--- src/rtl/wb_arb_pkg.sv ---
// Shared types and helpers for the writeback-port arbiter.
package wb_arb_pkg;

    localparam int unsigned REG_ADDR_W     = 5;
    localparam int unsigned DEFAULT_DATA_W = 32;

    typedef struct packed {
        logic [REG_ADDR_W-1:0]     rd;
        logic [DEFAULT_DATA_W-1:0] data;
    } wb_req_t;

    // r0 is never a real destination, so it maps to an empty mask
    function automatic logic [31:0] onehot32(input logic [REG_ADDR_W-1:0] rd);
        onehot32 = (rd == '0) ? 32'd0 : (32'd1 << rd);
    endfunction

endpackage

--- src/rtl/wb_req_fifo.sv ---
// Small synchronous FIFO of writeback requests; exposes every slot and its
// validity so the owner can build a pending-destination mask.
module wb_req_fifo
    import wb_arb_pkg::*;
#(
    parameter type         entry_t = wb_req_t,
    parameter int unsigned DEPTH   = 2
) (
    input  logic                     clk,
    input  logic                     rst,
    input  logic                     push,
    input  entry_t                   push_entry,
    input  logic                     pop,
    output entry_t                   head,
    output entry_t [DEPTH-1:0]       entries,
    output logic   [DEPTH-1:0]       ent_valid,
    output logic   [$clog2(DEPTH):0] count
);

    localparam int unsigned AW = $clog2(DEPTH);
    localparam int unsigned CW = AW + 1;

    entry_t          mem [DEPTH];
    logic   [AW-1:0] wr_ptr;
    logic   [AW-1:0] rd_ptr;
    logic   [CW-1:0] cnt;

    always_ff @(posedge clk) begin
        if (rst) begin
            wr_ptr <= '0;
            rd_ptr <= '0;
            cnt    <= '0;
        end else begin
            if (push) wr_ptr <= wr_ptr + AW'(1);
            if (pop)  rd_ptr <= rd_ptr + AW'(1);
            case ({push, pop})
                2'b10:   cnt <= cnt + CW'(1);
                2'b01:   cnt <= cnt - CW'(1);
                default: cnt <= cnt;
            endcase
        end
    end

    // Payload storage needs no reset; validity comes from the pointers
    always_ff @(posedge clk) begin
        if (push) mem[wr_ptr] <= push_entry;
    end

    // A slot is live when its distance from the read pointer is below the count
    always_comb begin
        logic [AW-1:0] off;
        off       = '0;
        ent_valid = '0;
        for (int i = 0; i < int'(DEPTH); i++) begin
            entries[i]   = mem[i];
            off          = AW'(i) - rd_ptr;
            ent_valid[i] = ({1'b0, off} < cnt);
        end
    end

    assign head  = mem[rd_ptr];
    assign count = cnt;

endmodule

--- src/rtl/wb_port_arbiter.sv ---
// Shares the register-file write port between the writeback slot (priority)
// and queued MDU results. Optional same-cycle MDU bypass: MDU_BYPASS_EN.
module wb_port_arbiter
    import wb_arb_pkg::*;
#(
    parameter int unsigned DATA_W       = DEFAULT_DATA_W,
    parameter int unsigned DEPTH        = 2,
    parameter int unsigned STARVE_LIMIT = 4
) (
    input  logic                    clk,
    input  logic                    rst,
    input  logic                    pipe_regwrite,
    input  logic [REG_ADDR_W-1:0]   pipe_rd,
    input  logic [DATA_W-1:0]       pipe_data,
    input  logic                    mdu_valid,
    input  logic [REG_ADDR_W-1:0]   mdu_rd,
    input  logic [DATA_W-1:0]       mdu_data,
    output logic                    mdu_ready,
    output logic                    rf_we,
    output logic [REG_ADDR_W-1:0]   rf_wa,
    output logic [DATA_W-1:0]       rf_wd,
    output logic                    stall_req,
    output logic [31:0]             busy_mask,
    output logic [$clog2(DEPTH):0]  fifo_count
);

    localparam int unsigned CW = $clog2(DEPTH) + 1;
    localparam int unsigned WW = $clog2(STARVE_LIMIT + 1);

    typedef struct packed {
        logic [REG_ADDR_W-1:0] rd;
        logic [DATA_W-1:0]     data;
    } req_t;

    logic                 pipe_act;
    logic                 room;
    logic                 bypass;
    logic                 push;
    logic                 pop;
    req_t                 push_entry;
    req_t                 head;
    req_t [DEPTH-1:0]     entries;
    logic [DEPTH-1:0]     ent_valid;
    logic [CW-1:0]        count;
    logic [WW-1:0]        wait_q;
    logic [WW-1:0]        wait_d;

    assign pipe_act = pipe_regwrite && (pipe_rd != '0);
    assign room     = (count < CW'(DEPTH));

`ifdef MDU_BYPASS_EN
    // Empty queue and idle slot: the MDU result goes straight to the port
    assign bypass = (count == '0) && !pipe_act && mdu_valid && (mdu_rd != '0);
`else
    assign bypass = 1'b0;
`endif

    assign push       = !rst && mdu_valid && room && (mdu_rd != '0) && !bypass;
    assign pop        = !rst && !pipe_act && (count != '0);
    assign push_entry = '{rd: mdu_rd, data: mdu_data};

    wb_req_fifo #(
        .entry_t (req_t),
        .DEPTH   (DEPTH)
    ) u_fifo (
        .clk        (clk),
        .rst        (rst),
        .push       (push),
        .push_entry (push_entry),
        .pop        (pop),
        .head       (head),
        .entries    (entries),
        .ent_valid  (ent_valid),
        .count      (count)
    );

    // Write-port mux: pipeline first, then FIFO head, then bypassed MDU result
    always_comb begin
        rf_we = 1'b0;
        rf_wa = '0;
        rf_wd = '0;
        if (!rst) begin
            if (pipe_act) begin
                rf_we = 1'b1;
                rf_wa = pipe_rd;
                rf_wd = pipe_data;
            end else if (count != '0) begin
                rf_we = 1'b1;
                rf_wa = head.rd;
                rf_wd = head.data;
            end else if (bypass) begin
                rf_we = 1'b1;
                rf_wa = mdu_rd;
                rf_wd = mdu_data;
            end
        end
    end

    // Starvation counter: grows while the head is blocked, cleared by any pop
    always_comb begin
        wait_d = wait_q;
        if (pop) begin
            wait_d = '0;
        end else if ((count != '0) && pipe_act && (wait_q != WW'(STARVE_LIMIT))) begin
            wait_d = wait_q + WW'(1);
        end
    end

    always_ff @(posedge clk) begin
        if (rst) wait_q <= '0;
        else     wait_q <= wait_d;
    end

    assign stall_req = !rst && (wait_q == WW'(STARVE_LIMIT));
    assign mdu_ready = !rst && room;

    always_comb begin
        busy_mask = '0;
        if (!rst) begin
            for (int i = 0; i < int'(DEPTH); i++) begin
                if (ent_valid[i]) busy_mask = busy_mask | onehot32(entries[i].rd);
            end
        end
    end

    assign fifo_count = count;

endmodule

--- config.mk ---
export PLATFORM = sky130hd
export DESIGN_NAME = wb_port_arbiter
export DESIGN_NICKNAME = d
export VERILOG_FILES = /design/src/rtl/wb_arb_pkg.sv /design/src/rtl/wb_req_fifo.sv /design/src/rtl/wb_port_arbiter.sv
export SDC_FILE = /design/constraint.sdc
export NUM_CORES = 1
export LEC_CHECK = 0
export ABC_CLOCK_PERIOD_IN_PS = 5000
export BUFFER_PORTS_ARGS = -buffer_cell sky130_fd_sc_hd__buf_2
export CORE_MARGIN = 2
export CORE_UTILIZATION = 51
export CTS_CLUSTER_SIZE = 12
export DETAILED_ROUTE_END_ITERATION = 7
export GPL_TIMING_DRIVEN = 0
export PLACE_DENSITY = 0.83
export SLEW_MARGIN = 20
export SYNTH_ARGS = -nofsm -noshare
export SYNTH_HDL_FRONTEND = slang
export SYNTH_HIERARCHICAL = 1
export SYNTH_SLANG_ARGS = --single-unit
--- constraint.sdc ---
create_clock -name clk -period 5 [get_ports clk]
set_clock_uncertainty 0.05 [all_clocks]
set_input_delay 1 -clock clk [delete_from_list [all_inputs] [get_ports clk]]
set_output_delay 1 -clock clk [all_outputs]
set_load 0.005 [all_outputs]
==> run_results.csv, run 1 <==
group,metric,value,unit
synth,post_synthesis_mean_instance_area,11.0,sq um
clock_network,cts.clk_slew.worst_paths,70,ps
global_routing,first_global_vias,3670,
place,buffer_ports.inserted,150,
power_and_ir_drop,design_power_total,1570,uW
synth,synth_fp_nets,486,
hold_path,hold_path.class,"register to register",
setup_path,critical_path_required,3950,ps
final_layout,final_net_count,649,
clock_network,clock_latency_on_the_worst_skew_pair,350,ps
synth,ys_async_sr_fraction,0,%
synth,yosysWarningCount,6,
flow_run,max_cap_violations,0,
die,initial_util,51.8,%
timing,grt_setup_unrepaired,"no",
timing,timing.fmax,274,MHz
final_layout,post_route_cells_drive_above_1_share,44.9,%
setup_path,critical_path_class,"input pin to output pin",
synth,yosys.cell_count.top_type,"sky130_fd_sc_hd__nor2_1",
synth,post_synth_most_frequent_cells,"88 x sky130_fd_sc_hd__nor2_1, 74 x sky130_fd_sc_hd__edfxtp_1, 44 x sky130_fd_sc_hd__nand2_1",
final_layout,area.growth.synth_to_final,25.6,%
die,design.core.area,8590,sq um
global_routing,largest_net_degree_at_the_start_of_global_routing,20,
synth,postSynthRegisterBits,82,
final_layout,finalCoreUtilization,65.1,%
die,dieHeight,97.5,um
synth,synth-edff-count,74,
route,drt-wirelength-per-cell,16.0,um
timing,finalHoldViolations,0,
clock_network,cts.path.max_buffers,2,
synth,synthesis.instances,405,
route,per_cell_via_count_in_the_routed_design,5.40,
synth,cell_taking_the_most_area_after_synthesis,"sky130_fd_sc_hd__edfxtp_1",
clock_network,post_cts_hold_buffer_count,0,
power_and_ir_drop,vdd.ir_drop.worst,0.191,mV
timing,final_worst_path_period_share,72.9,%
global_routing,number_of_antenna_violations_at_the_first_check_in_global_routing,0,
power_and_ir_drop,leakagePower,0.00224,uW
route,detail_route.iter0.violations,295,
timing,min_period,3650,ps
clock_network,clockRootBuffer,"sky130_fd_sc_hd__clkbuf_8",
timing,timing.final.setup_violations,0,
route,antenna_violating_nets_post_route,0,
timing,tightestPinTransition,684,ps
route,drc_errors,0,
global_routing,grt_pass1_wl,17600,um
die,std_cell_rows,34,
global_routing,gr-total-overflow,0,
synth,ys_dominant_reg_cell,"sky130_fd_sc_hd__edfxtp_1",
final_layout,antenna-diode-count,0,
clock_network,cts_tree,"built",
setup_path,startpoint_type,"input pin",
synth,syn_area,4460,sq um
route,number_of_optimization_iterations_in_the_first_detailed_route_pass,5,
setup_path,signal_arrival_time_at_the_worst_endpoint,2600,ps
setup_path,endpoint_kind,"output pin",
die,floorplan.die_area,9500,sq um
synth,synth-seq-area-share,53.5,%
place,dp_hpwl,8230,um
clock_network,cts_resized,0,
timing,final_max_slew_violation_count,0,
power_and_ir_drop,power-per-cell-area,280,nW/um^2
clock_network,cts_inserted_buffers,9,
outcome,result_of_the_run,"finished clean",
clock_network,cts_max_level,3,
die,die_width,97.5,um
route,detail_route.wirelength,10900,um
clock_network,cts.sink_count,82,
synth,netlist.area_leader.share,49.9,%
global_routing,total_routing_usage_gr,23.3,%
timing,timing.slew.headroom,54.3,%
clock_network,postCtsSetupBuffers,0,
synth,synth_cell_types,38,
die,num_io_pins,152,
synth,netlist_top_cells_area,"sky130_fd_sc_hd__edfxtp_1 50%, sky130_fd_sc_hd__mux2_2 9.4%, sky130_fd_sc_hd__nor2_1 7.4%",
route,detailroute.via_count,3674,
place,routabilityCongestion,0.844,
setup_path,largest_fanout_of_any_net_on_the_critical_path,10,
==> cell usage in the layout (no fill, tap or decap), types with 3 or more instances in the layout <==
cell                         n
sky130_fd_sc_hd__nor2b_1     3
sky130_fd_sc_hd__nor3b_1     5
sky130_fd_sc_hd__a21oi_2    30
sky130_fd_sc_hd__dfxtp_1     8
sky130_fd_sc_hd__mux2_2     37
sky130_fd_sc_hd__buf_4       5
sky130_fd_sc_hd__nand2_1    44
sky130_fd_sc_hd__buf_1       4
sky130_fd_sc_hd__clkbuf_8    9
sky130_fd_sc_hd__clkbuf_1   10
sky130_fd_sc_hd__and3b_1     3
sky130_fd_sc_hd__buf_12      4
sky130_fd_sc_hd__nor3_1      7
sky130_fd_sc_hd__a22oi_1    31
sky130_fd_sc_hd__a21oi_1    10
sky130_fd_sc_hd__o21ai_0     4
sky130_fd_sc_hd__edfxtp_1   74
sky130_fd_sc_hd__ha_1        3
sky130_fd_sc_hd__buf_2     153
sky130_fd_sc_hd__xnor2_1     3
sky130_fd_sc_hd__nor2_1     87
sky130_fd_sc_hd__nand2b_1    5
sky130_fd_sc_hd__inv_1       4
==> registers in the layout, indices dropped and copies added (netlist names), named ones only <==
| register | cells |
|---|---|
| wait_q | 3 |
| u_fifo/mem | 74 |
| u_fifo/rd_ptr | 1 |
| u_fifo/count | 2 |
| u_fifo/wr_ptr | 1 |
==> through the flow <==
step | cell area [sq um] | TNS [ps] | std cells | hold slack, ps | setup WS (ps)
after detailed placement | 5410 | 0 | 665 | 485 | 1370
after global routing | 5600 | 0 | 681 | 519 | 1240
final | 5600 | 0 | 681 | 495 | 1350
after CTS | 5600 | 0 | 681 | 499 | 1380
after global placement | 5340 | -6150 | 663 | 462 | -168
after floorplan | 4460 | 0 | 405 | 448 | 1040
==> worst max-delay path, stage by stage <==
cell and delay [ps]:
sky130_fd_sc_hd__buf_2 130, sky130_fd_sc_hd__clkbuf_1 330, sky130_fd_sc_hd__clkbuf_1 510, sky130_fd_sc_hd__buf_1 360
sky130_fd_sc_hd__nor2_1 120, sky130_fd_sc_hd__buf_2 140
==> layout make-up <==
cell class / count / area (sq um)
timing repair buffer: 152 / 806
tap: 108 / 135
clock buffer: 9 / 124
sequential: 82 / 2380
multi-input combinational: 292 / 1870
buffer: 27 / 196
fill: 671 / 3000
clock inverter: 7 / 67.6
inverter: 4 / 15.0
==> metal layers <==
layer	global-route usage (%)	up-vias	wire, um
met3	4.68	19	814
met1	29.8	1701	4490
met4	8.97	0	202
li1	-	1782	-
met5	0	-	0
met2	39.2	172	5420
==> worst paths after layout <==
| check | end | from | cells past startpoint | slack [ps] |
|---|---|---|---|---|
| min reg2reg | wait_q[1] | wait_q[1] | 2 | 490 |
| max reg2reg | u_fifo/mem[0][32] | u_fifo/count[1] | 6 | 2890 |
| min | wait_q[1] | wait_q[1] | 2 | 490 |
| max | busy_mask[1] | rst | 6 | 1350 |
==> where the power goes <==
part           switching, uW  internal [uW]  leakage [uW]
clock                    241            229     0.0000931
combinational            163            138       0.00141
sequential              16.2            782      0.000744
total                    420           1150       0.00224
==> cells by family (layout without fill, tap and decap cells) <==
logic type	after synthesis	count (layout)	synth area share, %
xor gates and xnor gates	4	4	0.786
and+or+nand+nor	164	164	16.0
other	1	1	0.0842
adders and majority gates	3	3	0.843
muxes	37	37	9.35
DFF	82	82	53.5
AOI/OAI and AO/OA	83	83	14.7
buffers and inverters	31	199	4.75
Note: power is estimated with default switching activity, not from simulation.
==> inputs of run 2 (changes only) <==
--- a/config.mk
+++ b/config.mk
@@ -5,10 +5,11 @@
 export SDC_FILE = /design/constraint.sdc
 export NUM_CORES = 1
 export LEC_CHECK = 0
-export ABC_CLOCK_PERIOD_IN_PS = 5000
+export ABC_AREA = 1
+export ABC_CLOCK_PERIOD_IN_PS = 3500
 export BUFFER_PORTS_ARGS = -buffer_cell sky130_fd_sc_hd__buf_2
 export CORE_MARGIN = 2
-export CORE_UTILIZATION = 51
+export CORE_UTILIZATION = 52
 export CTS_CLUSTER_SIZE = 12
 export DETAILED_ROUTE_END_ITERATION = 7
 export GPL_TIMING_DRIVEN = 0
==> constraint.sdc (replaced) <==
create_clock -name clk -period 3.5 [get_ports clk]
set_clock_uncertainty 0.05 [all_clocks]
set_input_delay 0.7 -clock clk [delete_from_list [all_inputs] [get_ports clk]]
set_output_delay 0.7 -clock clk [all_outputs]
set_load 0.005 [all_outputs]
==> run_results.csv, run 2 <==
group,metric,value,unit
setup_path,startpoint_type,"register",
timing,final_worst_path_period_share,87.4,%
global_routing,gr-total-overflow,0,
global_routing,gr-usage-met2,44.3,%
clock_network,cts_inserted_buffers,9,
global_routing,highest_utilization_routing_layer_at_the_global_route_stage,"met2",
route,drt-wirelength-per-cell,16.3,um
final_layout,post_route_cells_drive_above_1_share,36.7,%
timing,timing.fmax,327,MHz
synth,yosysWarningCount,6,
global_routing,grt_met1_usage,32.7,%
route,antenna_violating_nets_post_route,0,
die,initial_util,53.9,%
clock_network,post_cts_hold_buffer_count,0,
die,num_io_pins,152,
setup_path,endpoint_kind,"output pin",
setup_path,timing.critical_path.slowest_cell_delay,450,ps
die,floorplan.die_area,9900,sq um
synth,synth-seq-area-share,50.2,%
clock_network,postCtsSetupBuffers,0,
final_layout,regMostFlops,"u_fifo/mem",
place,place_worst_setup_slack,806,ps
timing,grt_setup_unrepaired,"no",
setup_path,cp_top_family,"buffers and inverters",
synth,synth-edff-count,74,
final_layout,antenna-diode-count,0,
place,buffer_ports.inserted,150,
timing,tightestPinTransition,607,ps
clock_network,cts.path.max_buffers,2,
setup_path,cp.depth,8,
power_and_ir_drop,leakagePower,0.00259,uW
global_routing,first_global_vias,4138,
synth,syn_area,4740,sq um
synth,post_synth_most_frequent_cells,"123 x sky130_fd_sc_hd__nand2_1, 77 x sky130_fd_sc_hd__nor2_1, 74 x sky130_fd_sc_hd__edfxtp_1",
synth,cell_taking_the_most_area_after_synthesis,"sky130_fd_sc_hd__edfxtp_1",
die,dieHeight,99.5,um
final_layout,layout.cells.most_common_list,"160 x sky130_fd_sc_hd__buf_2, 123 x sky130_fd_sc_hd__nand2_1, 76 x sky130_fd_sc_hd__nor2_1",
outcome,result_of_the_run,"finished clean",
final_layout,area.growth.synth_to_final,24.3,%
setup_path,largest_fanout_of_any_net_on_the_critical_path,10,
clock_network,clockRootBuffer,"sky130_fd_sc_hd__clkbuf_8",
timing,timing.slew.headroom,59.4,%
global_routing,largest_net_degree_at_the_start_of_global_routing,23,
setup_path,crit_path_top_delay_cell,"sky130_fd_sc_hd__dfxtp_1",
synth,ys_async_sr_fraction,0,%
final_layout,finalCoreUtilization,67.0,%
synth,ys_dominant_reg_cell,"sky130_fd_sc_hd__edfxtp_1",
synth,netlist.area_leader.share,46.8,%
final_layout,largest_register_ff_count,74,
synth,postSynthRegisterBits,82,
final_layout,layout_commonest_cell,"sky130_fd_sc_hd__buf_2",
clock_network,cts_tree,"built",
final_layout,final_net_count,749,
place,post-place-cells,765,
global_routing,grt_pass1_wl,20000,um
place,dp_hpwl,9370,um
global_routing,number_of_antenna_violations_at_the_first_check_in_global_routing,0,
setup_path,signal_arrival_time_at_the_worst_endpoint,2310,ps
route,number_of_optimization_iterations_in_the_first_detailed_route_pass,5,
synth,synth_cell_types,32,
clock_network,cts_resized,0,
setup_path,critical_path_required,2750,ps
hold_path,hold_path.class,"register to register",
timing,finalHoldViolations,0,
power_and_ir_drop,power-per-cell-area,385,nW/um^2
synth,post_synthesis_mean_instance_area,9.40,sq um
flow_run,max_cap_violations,0,
clock_network,cts.clk_slew.worst_paths,90,ps
clock_network,clock_latency_on_the_worst_skew_pair,360,ps
synth,yosys.cell_count.top_type,"sky130_fd_sc_hd__nand2_1",
place,routabilityCongestion,0.953,
global_routing,use_met3,5.83,%
setup_path,cells_along_the_critical_path,"inv_1 > o21ai_0 > inv_1 > nor2_1 > buf_2 > nand2_1 > a21oi_1 > buf_2",
hold_path,min_path_cells,2,
die,std_cell_rows,34,
clock_network,cts_max_level,3,
final_layout,final_cells,781,
route,drc_errors,0,
setup_path,critical_path_class,"register to output pin",
timing,timing.final.setup_violations,0,
global_routing,total_routing_usage_gr,25.9,%
setup_path,critical_path_buf_inv_count,4,
power_and_ir_drop,vdd.ir_drop.worst,0.293,mV
clock_network,cts.sink_count,82,
synth,netlist_top_cells_area,"sky130_fd_sc_hd__edfxtp_1 47%, sky130_fd_sc_hd__nand2_1 9.7%, sky130_fd_sc_hd__mux2_4 9.5%",
die,die_width,99.5,um
timing,whs,461,ps
route,detail_route.wirelength,12700,um
route,detailroute.via_count,4280,
route,per_cell_via_count_in_the_routed_design,5.48,
synth,synth_fp_nets,586,
die,design.core.area,8810,sq um
timing,final.setup.worst_slack,440,ps
timing,fin_tns_setup,0,ps
timing,final_max_slew_violation_count,0,
setup_path,r2r_cells,6,
route,detail_route.iter0.violations,213,
timing,min_period,3060,ps
synth,synthesis.instances,505,
==> run 2: changes by cell type in the layout (fill, tap and decap cells not counted), sizes merged, moves of 14 or more <==
cell / change
a21oi: +14
nand2: +81
inv: +34
o21ai: +15
nand3: +30
a22oi: -31
==> run 2: worst min-delay path, stage by stage (launching register included) <==
cell	delay [ps]
sky130_fd_sc_hd__dfxtp_1	340
sky130_fd_sc_hd__nand2_1	70
sky130_fd_sc_hd__a21oi_1	60
==> run 2: final timing paths <==
| check | start | to | slack [ps] |
|---|---|---|---|
| max | u_fifo/count[0] | busy_mask[13] | 440 |
| min | wait_q[1] | wait_q[1] | 460 |
| min reg2reg | wait_q[1] | wait_q[1] | 460 |
| max reg2reg | u_fifo/count[1] | u_fifo/mem[0][7] | 1560 |
==> run 2: power breakdown <==
part           switching [uW]  internal (uW)  leakage (uW)
combinational             239            185       0.00174
sequential               20.6           1110      0.000744
clock                     373            343      0.000104
total                     633           1640       0.00259
==> run 2: metal layers <==
metal	part of all wire, %	wire, um
met1	41	5260
met5	0	0
met4	1.5	191
met2	48	6160
met3	8.6	1100
==> run 2: layout make-up <==
cell class	instances	area (sq um)
plain buffers	26	215
clock buffers	9	124
inverters	36	138
flip-flops and latches	82	2380
clock inverters	7	82.6
well taps	108	135
multi-input cells	361	2020
repair buffers	152	806
fillers	695	2910
==> run 2: kinds of logic after synthesis <==
family / share of synthesized area, %
adders and majority gates: 0.791
buffers and inverters: 7.44
AOI/OAI and AO/OA: 8.68
xor gates and xnor gates: 0.185
and+or+nand+nor: 21.5
other: 0.0790
DFF: 50.2
muxes: 11.2
==> run 2: through the flow <==
stage          instance area, sq um  power [uW]
6_report                       5900        2270
5_1_grt                        5900        2360
4_1_cts                        5900        2270
3_5_place_dp                   5690        1570
3_3_place_gp                   5630        1550
2_1_floorplan                  4740        1400
